### src/rtl/dcache_pkg.sv
// Shared constants, FSM state type and address-field helpers for the
// direct-mapped write-back data cache.
package dcache_pkg;

    localparam int ADDR_W     = 8;
    localparam int DATA_W     = 8;
    localparam int INDEX_W    = 3;
    localparam int OFFSET_W   = 2;
    localparam int TAG_W      = ADDR_W - INDEX_W - OFFSET_W;
    localparam int BLOCK_W    = 32;
    localparam int LINES      = 1 << INDEX_W;
    localparam int MEM_ADDR_W = TAG_W + INDEX_W;

    typedef enum logic [1:0] {
        IDLE      = 2'd0,
        WRITEBACK = 2'd1,
        ALLOCATE  = 2'd2,
        UPDATE    = 2'd3
    } state_t;

    function automatic logic [TAG_W-1:0] addr_tag(input logic [ADDR_W-1:0] a);
        return a[ADDR_W-1 -: TAG_W];
    endfunction

    function automatic logic [INDEX_W-1:0] addr_index(input logic [ADDR_W-1:0] a);
        return a[OFFSET_W +: INDEX_W];
    endfunction

    function automatic logic [OFFSET_W-1:0] addr_offset(input logic [ADDR_W-1:0] a);
        return a[OFFSET_W-1:0];
    endfunction

    function automatic logic [DATA_W-1:0] block_byte(input logic [BLOCK_W-1:0] blk,
                                                     input logic [OFFSET_W-1:0] off);
        return blk[{off, 3'b000} +: DATA_W];
    endfunction

endpackage

### src/rtl/dcache_line_array.sv
// Eight-line storage for the data cache: data/tag arrays plus valid/dirty bits.
// Valid and dirty clear on RESET; data and tag contents survive reset.
module dcache_line_array
    import dcache_pkg::*;
(
    input  logic                 CLK,
    input  logic                 RESET,
    input  logic [INDEX_W-1:0]   index,
    output logic [BLOCK_W-1:0]   line_data,
    output logic [TAG_W-1:0]     line_tag,
    output logic                 line_valid,
    output logic                 line_dirty,
    input  logic                 byte_we,
    input  logic [OFFSET_W-1:0]  byte_offset,
    input  logic [DATA_W-1:0]    byte_data,
    input  logic                 fill_we,
    input  logic [BLOCK_W-1:0]   fill_data,
    input  logic [TAG_W-1:0]     fill_tag
);

    logic [BLOCK_W-1:0] data_r [LINES];
    logic [TAG_W-1:0]   tag_r  [LINES];
    logic [LINES-1:0]   valid_r;
    logic [LINES-1:0]   dirty_r;

    // Combinational read port for the addressed line.
    always_comb begin
        line_data  = data_r[index];
        line_tag   = tag_r[index];
        line_valid = valid_r[index];
        line_dirty = dirty_r[index];
    end

    // Data and tag storage: a block fill takes priority over a byte write.
    always_ff @(posedge CLK) begin
        if (fill_we) begin
            data_r[index] <= fill_data;
            tag_r[index]  <= fill_tag;
        end else if (byte_we) begin
            data_r[index][{byte_offset, 3'b000} +: DATA_W] <= byte_data;
        end
    end

    // Line status bits with synchronous clear.
    always_ff @(posedge CLK) begin
        if (RESET) begin
            valid_r <= {LINES{1'b0}};
            dirty_r <= {LINES{1'b0}};
        end else if (fill_we) begin
            valid_r[index] <= 1'b1;
            dirty_r[index] <= 1'b0;
        end else if (byte_we) begin
            dirty_r[index] <= 1'b1;
        end
    end

endmodule

### src/rtl/dcache_controller.sv
// Direct-mapped write-back data cache controller: hit detection, miss FSM
// (writeback / allocate / update) and CPU/memory-side output muxing.
module dcache_controller
    import dcache_pkg::*;
(
    input  logic                  CLK,
    input  logic                  RESET,
    input  logic                  READ,
    input  logic                  WRITE,
    input  logic [ADDR_W-1:0]     ADDRESS,
    input  logic [DATA_W-1:0]     WRITEDATA,
    output logic [DATA_W-1:0]     READDATA,
    output logic                  BUSYWAIT,
    output logic                  MEM_READ,
    output logic                  MEM_WRITE,
    output logic [MEM_ADDR_W-1:0] MEM_ADDRESS,
    output logic [BLOCK_W-1:0]    MEM_WRITEDATA,
    input  logic [BLOCK_W-1:0]    MEM_READDATA,
    input  logic                  MEM_BUSYWAIT
);

    state_t               state_r, next_s;
    logic                 started_r;
    logic [BLOCK_W-1:0]   fill_r;
    logic [DATA_W-1:0]    readdata_r;

    logic [TAG_W-1:0]     tag_s;
    logic [INDEX_W-1:0]   index_s;
    logic [OFFSET_W-1:0]  offset_s;
    logic [BLOCK_W-1:0]   line_data_s;
    logic [TAG_W-1:0]     line_tag_s;
    logic                 line_valid_s;
    logic                 line_dirty_s;
    logic                 request_s;
    logic                 is_write_s;
    logic                 is_read_s;
    logic                 hit_s;
    logic                 read_hit_s;
    logic                 byte_we_s;
    logic                 fill_we_s;
    logic                 mem_done_s;
    logic [DATA_W-1:0]    sel_byte_s;

    // Requests seen while RESET is high are dropped; READ+WRITE acts as a write.
    always_comb begin
        tag_s      = addr_tag(ADDRESS);
        index_s    = addr_index(ADDRESS);
        offset_s   = addr_offset(ADDRESS);
        request_s  = (READ | WRITE) & ~RESET;
        is_write_s = WRITE & ~RESET;
        is_read_s  = READ & ~WRITE & ~RESET;
        hit_s      = line_valid_s & (line_tag_s == tag_s);
        read_hit_s = (state_r == IDLE) & is_read_s & hit_s;
        byte_we_s  = (state_r == IDLE) & is_write_s & hit_s;
        fill_we_s  = (state_r == UPDATE) & ~RESET;
        mem_done_s = started_r & ~MEM_BUSYWAIT;
        sel_byte_s = block_byte(line_data_s, offset_s);
    end

    dcache_line_array u_lines (
        .CLK         (CLK),
        .RESET       (RESET),
        .index       (index_s),
        .line_data   (line_data_s),
        .line_tag    (line_tag_s),
        .line_valid  (line_valid_s),
        .line_dirty  (line_dirty_s),
        .byte_we     (byte_we_s),
        .byte_offset (offset_s),
        .byte_data   (WRITEDATA),
        .fill_we     (fill_we_s),
        .fill_data   (fill_r),
        .fill_tag    (tag_s)
    );

    // Miss-handling next-state logic.
    always_comb begin
        next_s = state_r;
        case (state_r)
            IDLE: begin
                if (request_s & ~hit_s) begin
                    next_s = (line_valid_s & line_dirty_s) ? WRITEBACK : ALLOCATE;
                end else begin
                    next_s = IDLE;
                end
            end
            WRITEBACK: begin
                if (mem_done_s) begin
                    next_s = ALLOCATE;
                end else begin
                    next_s = WRITEBACK;
                end
            end
            ALLOCATE: begin
                if (mem_done_s) begin
                    next_s = UPDATE;
                end else begin
                    next_s = ALLOCATE;
                end
            end
            UPDATE:  next_s = IDLE;
            default: next_s = IDLE;
        endcase
    end

    // State register.
    always_ff @(posedge CLK) begin
        if (RESET) begin
            state_r <= IDLE;
        end else begin
            state_r <= next_s;
        end
    end

    // The memory only raises busy a cycle after seeing the strobe, so its
    // busy flag is ignored for the first cycle of each transfer state.
    always_ff @(posedge CLK) begin
        if (RESET) begin
            started_r <= 1'b0;
        end else begin
            started_r <= (state_r == next_s) &
                         ((state_r == WRITEBACK) | (state_r == ALLOCATE));
        end
    end

    // Block captured from memory as ALLOCATE completes.
    always_ff @(posedge CLK) begin
        if (RESET) begin
            fill_r <= {BLOCK_W{1'b0}};
        end else if ((state_r == ALLOCATE) & mem_done_s) begin
            fill_r <= MEM_READDATA;
        end
    end

    // Last load result, held while no read hit is in progress.
    always_ff @(posedge CLK) begin
        if (RESET) begin
            readdata_r <= {DATA_W{1'b0}};
        end else if (read_hit_s) begin
            readdata_r <= sel_byte_s;
        end
    end

    // CPU-side outputs.
    always_comb begin
        READDATA = read_hit_s ? sel_byte_s : readdata_r;
        BUSYWAIT = (state_r != IDLE) | (request_s & ~hit_s);
    end

    // Memory-side strobes and address/data decoded from state.
    always_comb begin
        MEM_READ      = 1'b0;
        MEM_WRITE     = 1'b0;
        MEM_ADDRESS   = {MEM_ADDR_W{1'b0}};
        MEM_WRITEDATA = {BLOCK_W{1'b0}};
        case (state_r)
            WRITEBACK: begin
                MEM_WRITE     = 1'b1;
                MEM_ADDRESS   = {line_tag_s, index_s};
                MEM_WRITEDATA = line_data_s;
            end
            ALLOCATE: begin
                MEM_READ    = 1'b1;
                MEM_ADDRESS = {tag_s, index_s};
            end
            IDLE:    MEM_READ = 1'b0;
            UPDATE:  MEM_READ = 1'b0;
            default: MEM_READ = 1'b0;
        endcase
    end

endmodule

### config.mk
export PLATFORM = sky130hd
export DESIGN_NAME = dcache_controller
export DESIGN_NICKNAME = d
export VERILOG_FILES = /design/src/rtl/dcache_pkg.sv /design/src/rtl/dcache_line_array.sv /design/src/rtl/dcache_controller.sv
export SDC_FILE = /design/constraint.sdc
export NUM_CORES = 1
export LEC_CHECK = 0
export CAP_MARGIN = 10
export CORE_MARGIN = 3
export CORE_UTILIZATION = 55
export DETAILED_ROUTE_END_ITERATION = 10
export DONT_BUFFER_PORTS = 1
export GPL_TIMING_DRIVEN = 0
export PLACE_DENSITY_LB_ADDON = 0.1
export SLEW_MARGIN = 40
export SYNTH_ARGS = -nofsm -noshare
export SYNTH_HDL_FRONTEND = slang
export SYNTH_HIERARCHICAL = 1
export SYNTH_SLANG_ARGS = --single-unit
### constraint.sdc
create_clock -name CLK -period 3.6 [get_ports CLK]
set_input_delay 0.36 -clock CLK [delete_from_list [all_inputs] [get_ports CLK]]
set_output_delay 0.36 -clock CLK [all_outputs]
set_load 0.03 [all_outputs]
==> summary by stage, run 1 <==
Outcome
The run finished with clean final reports.

Global routing
The number of global-route vias before repair came to 8256. Global routing consumed, over all layers together, 27.10% of the routing resources. The initial antenna violation count was 2.

For this run the aggregate overflow at the end of global routing stands at 0. The global-route wire length before repair is 54660 um. The pin count of the biggest net entering global routing is 15.

Detailed routing
The number of nets with antenna violations after routing is 0. The via count normalized by instance count is 6.391. The first detailed-routing pass took 5 iterations. The count of unresolved DRC violations after routing is 0.

The average wire per cell in the routed design is 29.27 um. For this block, the initial DRC count from the detailed router was 951. The total routed wirelength is 37520 um. The via count of the routed design is 8193.

Synth
The proportion of synthesized flip-flops having asynchronous set or reset is 0%. The netlist uses 49 different library cells. Yosys mapped a number of flops with a built-in enable equal to 280. The mapped netlist covers 14150 um2. A synthesized cell averages 16.62 um2. The synthesized instance count is 851.

The synthesized netlist net count is 914. For this run, the leading register cell type out of synthesis is sky130_fd_sc_hd__edfxtp_1. The Yosys step of the flow raised 6 warnings. Of the synthesized area, sequential elements account for 67.79%. In this run, synthesis produced a sequential element count of 339.

Timing
Setup repair after global routing could not meet its margin everywhere. The number of hold violations in the final report is 0. The share of the clock period used by the worst path after layout is 97.01%. The clock period minus final worst setup slack is 3.492 ns. The final worst setup slack is 0.1075 ns. Setup violations remaining at the end of the flow were counted as 0.

The number of pins exceeding their max-slew limit in the final report is 0. The headroom to the max-slew limit is 42.68%. The minimum hold slack is 0.01693 ns.

Across the routed clock network, the largest skew measured is 0.01757 ns. Based on the critical path, the design can be clocked at up to 286.3 MHz. The pin slew with the least headroom to its limit is 0.8551 ns.

Floorplan
The die covers 27680 um2. The top-level I/O count is 102. The standard cell core area is 25250 um2. The initial core utilization is 56.01%. The floorplan die height is 166.4 um.

The initialized floorplan defines 58 standard-cell rows. In this run the horizontal extent of the chip is 166.4 um.

Pwr
Summing internal, switching and leakage power gives 8.093 mW. The share of total power dissipated in the clock network is 44.0%. The proportion of power drawn by combinational gates is 4.0%. Net switching is 20.09% of the power. In this run the static leakage power is 4.624 nW. The net load switching power is 1.626 mW. The maximum VDD drop is 0.4402 mV.

The internal portion of the total power is 6.467 mW. Per report_power, the sequential group accounts for 51.9% of the total. Power spread over the standard cell area amounts to 497.6 nW/um2.

Worst setup path
The kind of capture point of the worst setup path is an output pin. The worst setup path is of the in2out kind. Along the worst path, the maximum fanout reaches 10.

The worst setup path is launched from an input pin. Data on the critical path is required at its endpoint by 3.24 ns. STA puts the critical path data arrival time at 3.13 ns.

Placed design
The weighted congestion reported at the end of routability-driven placement is 0.9140. The post-DP HPWL is 25900 um. Before CTS, the worst setup slack after placement is -0.8324 ns. The number of buffer cells added on primary ports is 0. The placement-stage cell area is 14680 um2.

Clock tree
The tree built by TritonCTS fans out to 339 sinks. The clock-pin slew on the worst setup and hold paths is 0.06 ns. The maximum buffer depth of the clock tree is 3. The clock latency on the worst-skew pair is 0.51 ns. The clock tree from TritonCTS is done. The clock root buffer is sky130_fd_sc_hd__clkbuf_16. The maximum level of the CTS H-tree is 2. The number of CTS-inserted buffers is 35.

Final layout
Leaving out fill and tap cells, the most frequent cell in the layout is sky130_fd_sc_hd__edfxtp_1. Summing all non-filler instances in the final layout gives an area of 16260 um2. The post-route netlist has 28.81% of its cells at a drive strength greater than 1. The number of nets at the end of the flow is 989.

Compared with the post-synthesis result, the final layout area differs by 14.97%. In the layout the commonest cells are 280 x sky130_fd_sc_hd__edfxtp_1, 80 x sky130_fd_sc_hd__mux4_2, 73 x sky130_fd_sc_hd__nand2_1.

Min path
The path class of the tightest hold or removal check is in2reg.

Job
The count of max-cap constraint violations is 0.
cell type report:
| class | instances | area, um2 |
|---|---|---|
| Antenna cell | 1 | 2.502 |
| Buffer | 51 | 279.0 |
| Clock buffer | 49 | 991.0 |
| Clock inverter | 13 | 145.1 |
| Fill cell | 1789 | 8991 |
| Inverter | 7 | 26.28 |
| Multi-Input combinational cell | 454 | 4439 |
| Sequential cell | 339 | 9589 |
| Tap cell | 330 | 412.9 |
| Timing Repair Buffer | 38 | 377.9 |
synthesized netlist by cell type (3+ instances only):
library cell	count	area, um2
sky130_fd_sc_hd__and2_1	35	219.0
sky130_fd_sc_hd__mux2i_1	3	30.03
sky130_fd_sc_hd__mux2_2	34	382.9
sky130_fd_sc_hd__xnor2_1	5	43.79
sky130_fd_sc_hd__a22oi_1	3	22.52
sky130_fd_sc_hd__a22o_1	32	280.3
sky130_fd_sc_hd__buf_1	5	18.77
sky130_fd_sc_hd__a31oi_1	5	31.28
sky130_fd_sc_hd__ha_1	10	125.1
sky130_fd_sc_hd__dfxtp_1	59	1181
sky130_fd_sc_hd__nor2b_1	9	56.30
sky130_fd_sc_hd__and2b_2	7	61.31
sky130_fd_sc_hd__nor2_1	56	210.2
sky130_fd_sc_hd__buf_2	14	70.07
sky130_fd_sc_hd__mux2_4	10	150.1
sky130_fd_sc_hd__nand2b_1	9	56.30
sky130_fd_sc_hd__inv_1	7	26.28
sky130_fd_sc_hd__nor3_1	16	80.08
sky130_fd_sc_hd__edfxtp_1	280	8408
sky130_fd_sc_hd__clkbuf_1	27	101.4
sky130_fd_sc_hd__mux4_2	80	1802
sky130_fd_sc_hd__nand2_1	73	274.0
sky130_fd_sc_hd__a21oi_1	41	205.2
power groups by stage:
stage | Sequential [mW] | Clock [mW] | Combinational (mW)
detailed placement | 4.29 | 0 | 0.284
global route | 4.20 | 3.77 | 0.345
finish | 4.20 | 3.56 | 0.327
CTS | 4.20 | 3.62 | 0.319
global placement | 4.29 | 0 | 0.277
floorplan | 4.29 | 0 | 0.197
critical path, stage by stage:
cell and delay, ns:
sky130_fd_sc_hd__buf_6 0.11, sky130_fd_sc_hd__buf_12 0.16, sky130_fd_sc_hd__buf_12 0.19, sky130_fd_sc_hd__mux4_2 0.51, sky130_fd_sc_hd__mux2_4 0.31, sky130_fd_sc_hd__xnor2_2 0.21
sky130_fd_sc_hd__nand4_1 0.15, sky130_fd_sc_hd__buf_4 0.18, sky130_fd_sc_hd__nor4b_4 0.31, sky130_fd_sc_hd__buf_12 0.18, sky130_fd_sc_hd__mux2_2 0.44
path summary, 6_finish.rpt:
path              slack [ns]                   end           startpoint  cells past startpoint
setup / recovery        0.11           READDATA[3]           ADDRESS[2]                     11
hold / removal          0.02            fill_r[25]     MEM_READDATA[25]                      2
setup reg to reg        0.17  u_lines/data_r[2][3]  u_lines/tag_r[3][2]                     11
hold reg to reg         0.46            fill_r[25]           fill_r[25]                      2
per-layer routing:
layer | global-route usage (%) | vias up | wire length (um)
li1 | - | 3451 | -
met1 | 37.04 | 4192 | 14230
met2 | 43.34 | 446 | 18050
met3 | 5.975 | 102 | 3675
met4 | 10.37 | 2 | 1550
met5 | 0 | - | 13
state kept, by name, indices dropped and copies added, names as in the netlist, named ones only:
register and count:
u_lines/data_r 256, started_r 1, readdata_r 8, state_r 2, u_lines/valid_r 8, u_lines/tag_r 24
fill_r 32
kinds of logic (layout without fill, tap and decap cells):
family | after synthesis | count (layout) | share of synthesized area, %
DFF | 339 | 339 | 67.79
and+or+nand+nor | 223 | 223 | 8.049
muxes | 127 | 127 | 16.72
AOI/OAI and AO/OA | 89 | 89 | 4.254
buffers and inverters | 58 | 158 | 1.999
adders and majority gates | 10 | 10 | 0.8845
xor gates and xnor gates | 5 | 5 | 0.3096
other | 0 | 1 | 0
stage by stage:
step	setup TNS [ns]	instances	utilization (%)
finish	0	1282	64.40
global route	-0.1368	1282	64.40
CTS	0	1280	64.06
detailed placement	-290.73	1184	58.11
global placement	-550.81	1181	57.65
floorplan	0	851	-
timing repair:
action	in CTS	in global routing
hold endpoints to repair	53	0
setup buffers	2	1
setup endpoints to repair	292	276
pin swaps	2	1
resized for setup	9	16
hold buffers	32	0
No activity file was read; power rests on OpenSTA's default activity.
==> run 2: changes to the inputs <==
CORE_UTILIZATION = 57   (was 55)
SYNTH_HIERARCHICAL = default   (was 1)
clock period = 2.85 ns   (was 3.6 ns; I/O delays follow)
==> run 2 against run 1 <==
Effect of this change: the flow now finishes with violations (negative setup slack); clock-buffer cell count is the same; critical path depth is 2 lower; non-clock buffer count increased by 88; utilization is 11 points higher; hold slack improved by 0.090 ns; area after synthesis rose by 1.4%; total power up 30%; wire length up 28%; register-to-register slack worse by 0.46 ns; critical endpoint is now READDATA[2]; largest cell class unchanged.
==> summary by stage, run 2 <==
Outcome
Status: complete, but fails checks (was finished, final reports clean). The final reports fail on negative setup slack.

Clock tree
The TritonCTS sink count came to 339 (unchanged). The maximum buffer depth of the clock tree is 3 (unchanged). The maximum level of the CTS H-tree is 2 (unchanged).

The clock latency on the worst-skew pair is 0.54 ns (was 0.51 ns). The number of CTS-inserted buffers is 36 (was 35). The clock tree from TritonCTS is done (unchanged). The clock root buffer is sky130_fd_sc_hd__clkbuf_16 (unchanged). The clock-pin slew on the worst setup and hold paths is 0.06 ns (about the same).

Worst setup path
The beginning of the worst register-to-register path is u_lines.tag_r[6][2] (was u_lines/tag_r[3][2]). The delay of the slowest cell on the worst path is 0.55 ns (was 0.51 ns). The worst-case reg-to-reg path depth is 11 (unchanged). The dominant delay contributor by cell family on the critical path is compound AO/OA/AOI/OAI gates (was multiplexers). The end of the worst register-to-register path is u_lines.data_r[2][17] (was u_lines/data_r[2][3]).

The critical path launch point type is an input pin (unchanged). The slowest library cell on the worst path was sky130_fd_sc_hd__mux4_2 (unchanged). The kind of critical path is in2out (unchanged).

The worst endpoint required time is 2.57 ns (was 3.24 ns). The data arrival time of the critical path is 3.08 ns (was 3.13 ns). Worst path cell trace: buf_12, buf_4, and3b_1, clkbuf_1, a22o_1, a221oi_1, o221ai_2, mux4_2, mux2_4 (was buf_6, buf_12, buf_12, mux4_2, mux2_4, xnor2_2, nand4_1, buf_4, nor4b_4, buf_12, mux2_2). The worst-path maximum fanout is 10 (unchanged). The worst setup slack for register-to-register paths was -0.29 ns (was 0.17 ns). The count of buffering cells on the critical path with inverters included was 3 (was 5). The kind of capture point of the worst setup path is an output pin (unchanged).

Final layout
The most common library cell in the layout ignoring fill and taps is sky130_fd_sc_hd__edfxtp_1 (unchanged). The fill cell instance count of the final layout was 1468 (was 1789). Largest registers: u_lines.data_r x256, fill_r x32, u_lines.tag_r x24 (was u_lines/data_r x256, fill_r x32, u_lines/tag_r x24). The proportion of layout cells with a drive suffix above 1 is 27.43% (was 28.81%). The area added between synthesis and finish was 28.82% (was 14.97%). Most frequent cells in the layout: 280 x sky130_fd_sc_hd__edfxtp_1, 124 x sky130_fd_sc_hd__nand2_1, 59 x sky130_fd_sc_hd__dfxtp_1 (was 280 x sky130_fd_sc_hd__edfxtp_1, 80 x sky130_fd_sc_hd__mux4_2, 73 x sky130_fd_sc_hd__nand2_1). The number of inserted diodes is 0 (was 1). The area used by sequential logic in the layout was 9589 um2 (unchanged). The number of non-filler instances in the completed layout came to 1538 (was 1282). The number of nets at the end of the flow is 1249 (was 989).

The flip-flop count of the largest register after layout is 256 (unchanged). The footprint of the multi-input gates is 5141 um2 (was 4439 um2). The register name with the most flops was u_lines.data_r (was u_lines/data_r).

Synth
The count of unique library cells instantiated by Yosys is 54 (was 49). The post-synthesis instance area is 14340 um2 (was 14150 um2). The count of warnings emitted by yosys is 0 (was 6).

The synthesized netlist net count is 1102 (was 914). The average footprint of a synthesized cell is 13.81 um2 (was 16.62 um2). The sequential share of the synthesized area is 66.85% (was 67.79%). The portion of synthesized cell area occupied by the leading cell type is 58.62% (was 59.44%). Most frequent cells after synthesis: 280 x sky130_fd_sc_hd__edfxtp_1, 125 x sky130_fd_sc_hd__nand2_1, 81 x sky130_fd_sc_hd__a21oi_1, 59 x sky130_fd_sc_hd__dfxtp_1, 45 x sky130_fd_sc_hd__mux2_2 (was 280 x sky130_fd_sc_hd__edfxtp_1, 80 x sky130_fd_sc_hd__mux4_2, 73 x sky130_fd_sc_hd__nand2_1, 59 x sky130_fd_sc_hd__dfxtp_1, 56 x sky130_fd_sc_hd__nor2_1). The proportion of synthesized flip-flops having asynchronous set or reset was 0% (unchanged). The top flip-flop cell by instance count after synthesis is sky130_fd_sc_hd__edfxtp_1 (unchanged). The dominant cell by count in the synthesized netlist is sky130_fd_sc_hd__edfxtp_1 (unchanged). Cells taking the most area after synthesis: sky130_fd_sc_hd__edfxtp_1 59%, sky130_fd_sc_hd__dfxtp_1 8.2%, sky130_fd_sc_hd__mux2_2 3.5% (was sky130_fd_sc_hd__edfxtp_1 59%, sky130_fd_sc_hd__mux4_2 13%, sky130_fd_sc_hd__dfxtp_1 8.3%). The cell accounting for the most synthesized area was sky130_fd_sc_hd__edfxtp_1 (unchanged). The count of flip-flops with a built-in enable after synthesis is 280 (unchanged). The flop and latch count out of synthesis is 339 (unchanged). The synthesized instance count was 1039 (was 851).

Floorplan
The standard cell core area was 24530 um2 (was 25250 um2). The floorplan die area is 27100 um2 (was 27680 um2). The initial core utilization is 58.47% (was 56.01%). The cell row count is 57 (was 58). The floorplan die height is 164.6 um (was 166.4 um).

The width of the chip is 164.6 um (was 166.4 um). The top-level I/O count came to 102 (unchanged).

Min path
The start point of the worst hold path is WRITEDATA[1] (was MEM_READDATA[25]). The number of instances on the worst hold path is 2 (unchanged). The capture endpoint of the worst hold path is u_lines.data_r[1][1] (was fill_r[25]). The class of the worst hold path was in2reg (unchanged).

Timing
RSZ-0062 raised after global routing: yes (unchanged). The minimum hold slack was 0.1068 ns (was 0.01693 ns). The number of hold violations in the final report is 0 (unchanged).

The number of pins exceeding their max-slew limit in the final report is 0 (unchanged). The final worst setup slack came to -0.5156 ns (was 0.1075 ns). The share of the clock period used by the worst path after layout is 118.1%. The pin slew with the least headroom to its limit is 0.8921 ns (was 0.8551 ns).

The headroom to the max-slew limit is 40.53% (was 42.68%). Static timing analysis puts the maximum clock frequency at 297.1 MHz. The final setup violation count is 516 (was 0). The final setup skew was 0.02211 ns (was 0.01757 ns).

The clock period minus final worst setup slack is 3.366 ns.

Placed design
The post-DP HPWL is 30100 um (was 25900 um). The cell total after placement is 1363 (was 1184). The pre-CTS setup slack was -1.070 ns (was -0.8324 ns). The weighted congestion reported at the end of routability-driven placement is 0.9388 (was 0.9140). The number of buffer cells added on primary ports was 0 (unchanged).

Pwr
The clock network fraction of design power is 43.8% (was 44.0%). The leakage power figure came to 5.800 nW (was 4.624 nW). The total power per unit cell area was 571.0 nW/um2 (was 497.6 nW/um2).

The net load switching power came to 2.376 mW (was 1.626 mW). The switching share of total power came to 22.52% (was 20.09%). The sequential group share of total power is 50.2% (was 51.9%). The proportion of power drawn by combinational gates is 6.0% (was 4.0%). The design internal power is 8.174 mW (was 6.467 mW).

The maximum VDD drop is 0.4903 mV (was 0.4402 mV).

Detailed routing
The count of unresolved DRC violations after routing is 0 (unchanged). The via count of the routed design is 10.30k (was 8193). The number of detailed-route iterations in the first pass is 6 (was 5). The number of violations reported at the end of detailed-routing iteration 0 was 1703 (was 951). The via count normalized by instance count is 6.696 (was 6.391). The average wire per cell in the routed design is 31.29 um (was 29.27 um). The number of nets with antenna violations after routing came to 0 (unchanged). The total routed wirelength is 48130 um (was 37520 um).

Global routing
The global route total overflow is 0 (unchanged). The global-route wire length before repair is 65250 um (was 54660 um). The initial antenna violation count is 2 (unchanged). The total global-route track usage is 34.26% (was 27.10%).

The pin count of the biggest net entering global routing is 15 (unchanged). The number of global-route vias before repair is 9761 (was 8256).

Job
The count of max-cap constraint violations is 0 (unchanged).
[run 2: layout make-up]
cell class	count	area share [%]
Buffer	66	2.492
Timing Repair Buffer	111	8.485
Multi-Input combinational cell	591	27.82
Clock inverter	17	0.6365
Tap cell	324	2.194
Clock buffer	49	5.641
Inverter	41	0.8329
Sequential cell	339	51.90
[run 2: logic make-up (layout without fill, tap and decap cells)]
group | count (synthesis) | count (layout) | share of synthesized area (%)
flip-flops | 339 | 339 | 66.85
AND/OR/NAND/NOR | 241 | 241 | 8.078
AO/OA/AOI/OAI | 226 | 226 | 10.66
multiplexers | 111 | 111 | 10.01
buffers and inverters | 109 | 284 | 3.350
adder cells (fa/ha/maj) | 10 | 10 | 0.8723
XOR/XNOR | 3 | 3 | 0.1832
[run 2: timing repair]
item / in CTS / in global routing
buffers inserted: 36 / 40
endpoints found under the hold margin: 56 / 0
pin swaps: 29 / 38
hold buffers: 35 / 0
endpoints found under the setup margin: 587 / 551
resized for setup: 81 / 47
cloned: 2 / 2
[run 2: through the flow]
stage / power, mW / TNS (ns) / cell area, um2 / utilization (%)
after detailed placement: 5.910 / -464.36 / 15260 / 62.20
after floorplan: 5.713 / -11.68 / 14800 / -
final: 10.55 / -92.51 / 18480 / 75.32
after global placement: 5.905 / -661.93 / 15210 / 61.99
after global routing: 10.74 / -116.20 / 18480 / 75.32
after CTS: 10.47 / -102.71 / 17640 / 71.91
[run 2: power groups by stage]
| stage | sequential [mW] | combinational [mW] | clock, mW |
|---|---|---|---|
| after floorplan | 5.41 | 0.307 | 0 |
| after global placement | 5.41 | 0.499 | 0 |
| after detailed placement | 5.41 | 0.503 | 0 |
| after CTS | 5.30 | 0.576 | 4.59 |
| after global routing | 5.30 | 0.641 | 4.80 |
| final | 5.30 | 0.630 | 4.62 |
[run 2: worst reg2reg max path, cell delays in order, from the launching register on]
cell	delay, ns
sky130_fd_sc_hd__edfxtp_1	0.37
sky130_fd_sc_hd__mux2_4	0.27
sky130_fd_sc_hd__a221o_1	0.30
sky130_fd_sc_hd__a221o_1	0.41
sky130_fd_sc_hd__xor2_2	0.20
sky130_fd_sc_hd__and4bb_4	0.40
sky130_fd_sc_hd__buf_6	0.12
sky130_fd_sc_hd__nand3b_1	0.10
sky130_fd_sc_hd__buf_6	0.18
sky130_fd_sc_hd__buf_12	0.15
sky130_fd_sc_hd__a21oi_4	0.18
sky130_fd_sc_hd__buf_12	0.17
[run 2: how the worst max path moves through the flow]
| stage | from | end | cells past startpoint |
|---|---|---|---|
| after global placement | ADDRESS[4] | u_lines.data_r[3][20] | 10 |
| after CTS | u_lines.tag_r[4][1] | READDATA[7] | 7 |
| after detailed placement | ADDRESS[4] | u_lines.data_r[1][23] | 10 |
| after floorplan | ADDRESS[2] | u_lines.data_r[0][24] | 11 |
| final | ADDRESS[2] | READDATA[2] | 9 |
| after global routing | ADDRESS[2] | READDATA[2] | 9 |
[run 2: per-layer routing]
metal  vias up  wire length [um]  global-route usage [%]
met5         -                18                   1.705
met4         4              2160                   14.87
met3       166              6354                   10.01
met2       846             22190                   51.63
met1      5041             17410                   46.65
li1       4241                 -                       -
==> run 3: changes to the inputs <==
BUFFER_PORTS_ARGS = -buffer_cell sky130_fd_sc_hd__buf_2   (was default)
CORE_UTILIZATION = 54   (was 57)
CTS_CLUSTER_DIAMETER = 30   (was default)
DONT_BUFFER_PORTS = default   (was 1)
==> run 3 against run 2 <==
Effect of this change: the run still ends with negative setup slack left; clock power increased by 81%; total power increased by 36%; sequential power about the same; wire length decreased by 0.44%; combinational power increased by 9.2%; die area increased by 5.3%; final cell count increased by 9.6%; critical path type unchanged; global-route usage decreased by 1.4 points.
==> summary by stage, run 3 (same netlist as run 2, synthesis figures left out) <==
Detailed routing
The count of unresolved DRC violations after routing came to 0 (unchanged). The total routed wirelength is 47920 um (was 48130 um). The number of nets with antenna violations after routing is 0 (unchanged).

The via count normalized by instance count is 6.324 (was 6.696). The number of detailed-route iterations in the first pass is 7 (was 6). The average wire per cell in the routed design was 28.42 um (was 31.29 um). The via count of the routed design is 10.66k (was 10.30k).

The number of violations reported at the end of detailed-routing iteration 0 is 1450 (was 1703).

Final layout
The footprint of the multi-input gates is 5112 um2 (was 5141 um2). The proportion of layout cells with a drive suffix above 1 came to 33.95% (was 27.43%). The area added between synthesis and finish is 38.46% (was 28.82%). The number of nets at the end of the flow is 1353 (was 1249). The final standard cell utilization of the core came to 76.21% (was 75.32%). Largest registers: u_lines.data_r x256, fill_r x32, u_lines.tag_r x24 (unchanged). The area used by sequential logic in the layout is 9589 um2 (unchanged). The flip-flop count of the largest register after layout is 256 (unchanged). Most frequent cells in the layout: 280 x sky130_fd_sc_hd__edfxtp_1, 125 x sky130_fd_sc_hd__nand2_1, 97 x sky130_fd_sc_hd__buf_2 (was 280 x sky130_fd_sc_hd__edfxtp_1, 124 x sky130_fd_sc_hd__nand2_1, 59 x sky130_fd_sc_hd__dfxtp_1). The cell area after layout came to 19860 um2 (was 18480 um2).

The number of non-filler instances in the completed layout was 1686 (was 1538). The register name with the most flops was u_lines.data_r (unchanged). The most common library cell in the layout ignoring fill and taps is sky130_fd_sc_hd__edfxtp_1 (unchanged). The fill cell instance count of the final layout is 1548 (was 1468).

Job
The count of max-cap constraint violations was 0 (unchanged).

Global routing
The initial antenna violation count is 4 (was 2). The total global-route track usage came to 32.88% (was 34.26%). The pin count of the biggest net entering global routing is 13 (was 15). The number of global-route vias before repair is 10.34k (was 9761). The global route total overflow is 0 (unchanged). The global-route wire length before repair is 67310 um (was 65250 um).

Timing
The final worst setup slack came to -0.5414 ns (was -0.5156 ns). The headroom to the max-slew limit is 35.08% (was 40.53%). RSZ-0062 raised after global routing: yes (unchanged).

The number of hold violations in the final report is 0 (unchanged). The achievable frequency is 294.9 MHz (was 297.1 MHz). The final setup violation count is 493 (was 516).

The final setup skew was 0.01945 ns (was 0.02211 ns). The share of the clock period used by the worst path after layout is 119.0% (was 118.1%). The clock period minus final worst setup slack is 3.391 ns (was 3.366 ns). The pin slew with the least headroom to its limit is 0.9738 ns (was 0.8921 ns). The number of pins exceeding their max-slew limit in the final report is 0 (unchanged). The setup total negative slack is -141.42 ns (was -92.51 ns).

Min path
The start point of the worst hold path is ADDRESS[5] (was WRITEDATA[1]). The class of the worst hold path is in2reg (unchanged). The capture endpoint of the worst hold path is u_lines.tag_r[3][0] (was u_lines.data_r[1][1]). The number of instances on the worst hold path is 1 (was 2).

Worst setup path
The slowest library cell on the worst path is sky130_fd_sc_hd__clkbuf_1 (was sky130_fd_sc_hd__mux4_2). The delay of the slowest cell on the worst path is 0.55 ns (about the same). The end of the worst register-to-register path is u_lines.data_r[7][17] (was u_lines.data_r[2][17]). The kind of capture point of the worst setup path is an output pin (unchanged). The count of buffering cells on the critical path with inverters included is 5 (was 3). Worst path cell trace: buf_2, buf_12, clkinv_1, clkbuf_1, a221oi_1, o21ai_1, mux4_2, mux2_4, buf_6 (was buf_12, buf_4, and3b_1, clkbuf_1, a22o_1, a221oi_1, o221ai_2, mux4_2, mux2_4). The worst-path maximum fanout is 10 (unchanged). The worst-case reg-to-reg path depth is 11 (unchanged).

The critical path launch point type is an input pin (unchanged). The kind of critical path is in2out (unchanged). The dominant delay contributor by cell family on the critical path is buffers and inverters (was compound AO/OA/AOI/OAI gates). The worst endpoint required time is 2.57 ns (about the same). The beginning of the worst register-to-register path is u_lines.tag_r[4][2] (was u_lines.tag_r[6][2]). The worst setup slack for register-to-register paths is -0.52 ns (was -0.29 ns). The beginning of the critical path was ADDRESS[2] (unchanged). The data arrival time of the critical path was 3.11 ns (was 3.08 ns).

Floorplan
The initial core utilization is 55.04% (was 58.47%). The floorplan die area was 28550 um2 (was 27100 um2). The top-level I/O count is 102 (unchanged). The standard cell core area came to 26060 um2 (was 24530 um2). The width of the chip is 169.0 um (was 164.6 um). The floorplan die height is 169.0 um (was 164.6 um). The cell row count came to 59 (was 57).

Placed design
The cell total after placement is 1474 (was 1363). The number of buffer cells added on primary ports is 100 (was 0). The placement-stage cell area is 15770 um2 (was 15260 um2). The post-DP HPWL is 30510 um (was 30100 um). The weighted congestion reported at the end of routability-driven placement is 0.9450 (was 0.9388).

Clock tree
The maximum buffer depth of the clock tree is 3 (unchanged). The clock-pin slew on the worst setup and hold paths is 0.05 ns (was 0.06 ns). The clock root buffer is sky130_fd_sc_hd__clkbuf_16 (unchanged). The maximum level of the CTS H-tree came to 3 (was 2).

The clock tree from TritonCTS is done (unchanged). The clock latency on the worst-skew pair is 0.56 ns (was 0.54 ns). The TritonCTS sink count was 339 (unchanged). The number of CTS-inserted buffers is 71 (was 36).

Pwr
The overall power of the completed layout is 14.34 mW (was 10.55 mW). The maximum VDD drop is 0.5380 mV (was 0.4903 mV). The total power per unit cell area came to 722.2 nW/um2 (was 571.0 nW/um2).

The leakage power figure came to 6.689 nW (was 5.800 nW).

Outcome
Violations in the final reports: negative setup slack (unchanged). Status: complete, but fails checks (unchanged).
run 3: changes by cell type in the layout (fill, tap and decap cells not counted), sizes merged:
cell	change
clkinvlp	+2
clkinv	+16
clkbuf	+37
dlygate4sd3	-3
bufinv	+8
inv	+2
buf	+73
diode	+2
run 3: routing by layer:
metal / vias up / GRT usage (%) / wire length (um)
li1: 4479 / - / -
met1: 5189 / 43.20 / 17640
met2: 805 / 50.86 / 22020
met3: 186 / 8.991 / 5685
met4: 4 / 16.55 / 2555
met5: - / 0 / 23
run 3: worst register-to-register path: cells and delay by family (launching register included):
kind                   cells  cell delay (ns)
AO/OA/AOI/OAI              3             0.90
buffers and inverters      4             0.76
AND/OR/NAND/NOR            2             0.60
flip-flops                 1             0.35
multiplexers               1             0.27
XOR/XNOR                   1             0.20
run 3: worst max path at each step:
| stage | to | slack [ns] | depth (start not counted) |
|---|---|---|---|
| 2_1_floorplan | u_lines.data_r[0][24] | -0.09 | 11 |
| 3_3_place_gp | u_lines.data_r[5][20] | -1.49 | 11 |
| 3_5_place_dp | u_lines.data_r[0][22] | -1.21 | 11 |
| 4_1_cts | READDATA[1] | -0.49 | 8 |
| 5_1_grt | READDATA[1] | -0.57 | 8 |
| 6_report | READDATA[1] | -0.54 | 9 |
run 3: final cells by class:
type | count | area share (%)
plain buffers | 66 | 2.476
clock buffers | 87 | 9.885
flip-flops and latches | 339 | 48.28
well taps | 335 | 2.111
diodes | 2 | 0.02520
clock inverters | 45 | 2.444
inverters | 41 | 0.7749
multi-input cells | 591 | 25.74
repair buffers | 180 | 8.259
run 3: power breakdown:
group	leakage (nW)	total, mW	switching [mW]	internal [mW]
combinational	2.74	0.688	0.449	0.239
sequential	2.76	5.32	0.00269	5.31
clock	1.19	8.34	2.64	5.70
run 3: through the flow:
| stage | setup slack [ns] | hold WS (ns) |
|---|---|---|
| final | -0.5414 | 0.08834 |
| after global routing | -0.5716 | 0.08944 |
| after CTS | -0.4880 | 0.05804 |
| after detailed placement | -1.211 | 0.4355 |
| after global placement | -1.493 | 0.4295 |
| after floorplan | -0.08844 | 0.3839 |
run 3: what timing repair did:
| item | 4_1_cts | 5_1_grt |
|---|---|---|
| pin swaps | 13 | 25 |
| buffers inserted | 20 | 27 |
| hold endpoints to repair | 32 | 0 |
| setup endpoints to repair | 584 | 551 |
| resized for setup | 94 | 44 |
| hold buffers | 32 | 0 |
| gates cloned | 0 | 0 |
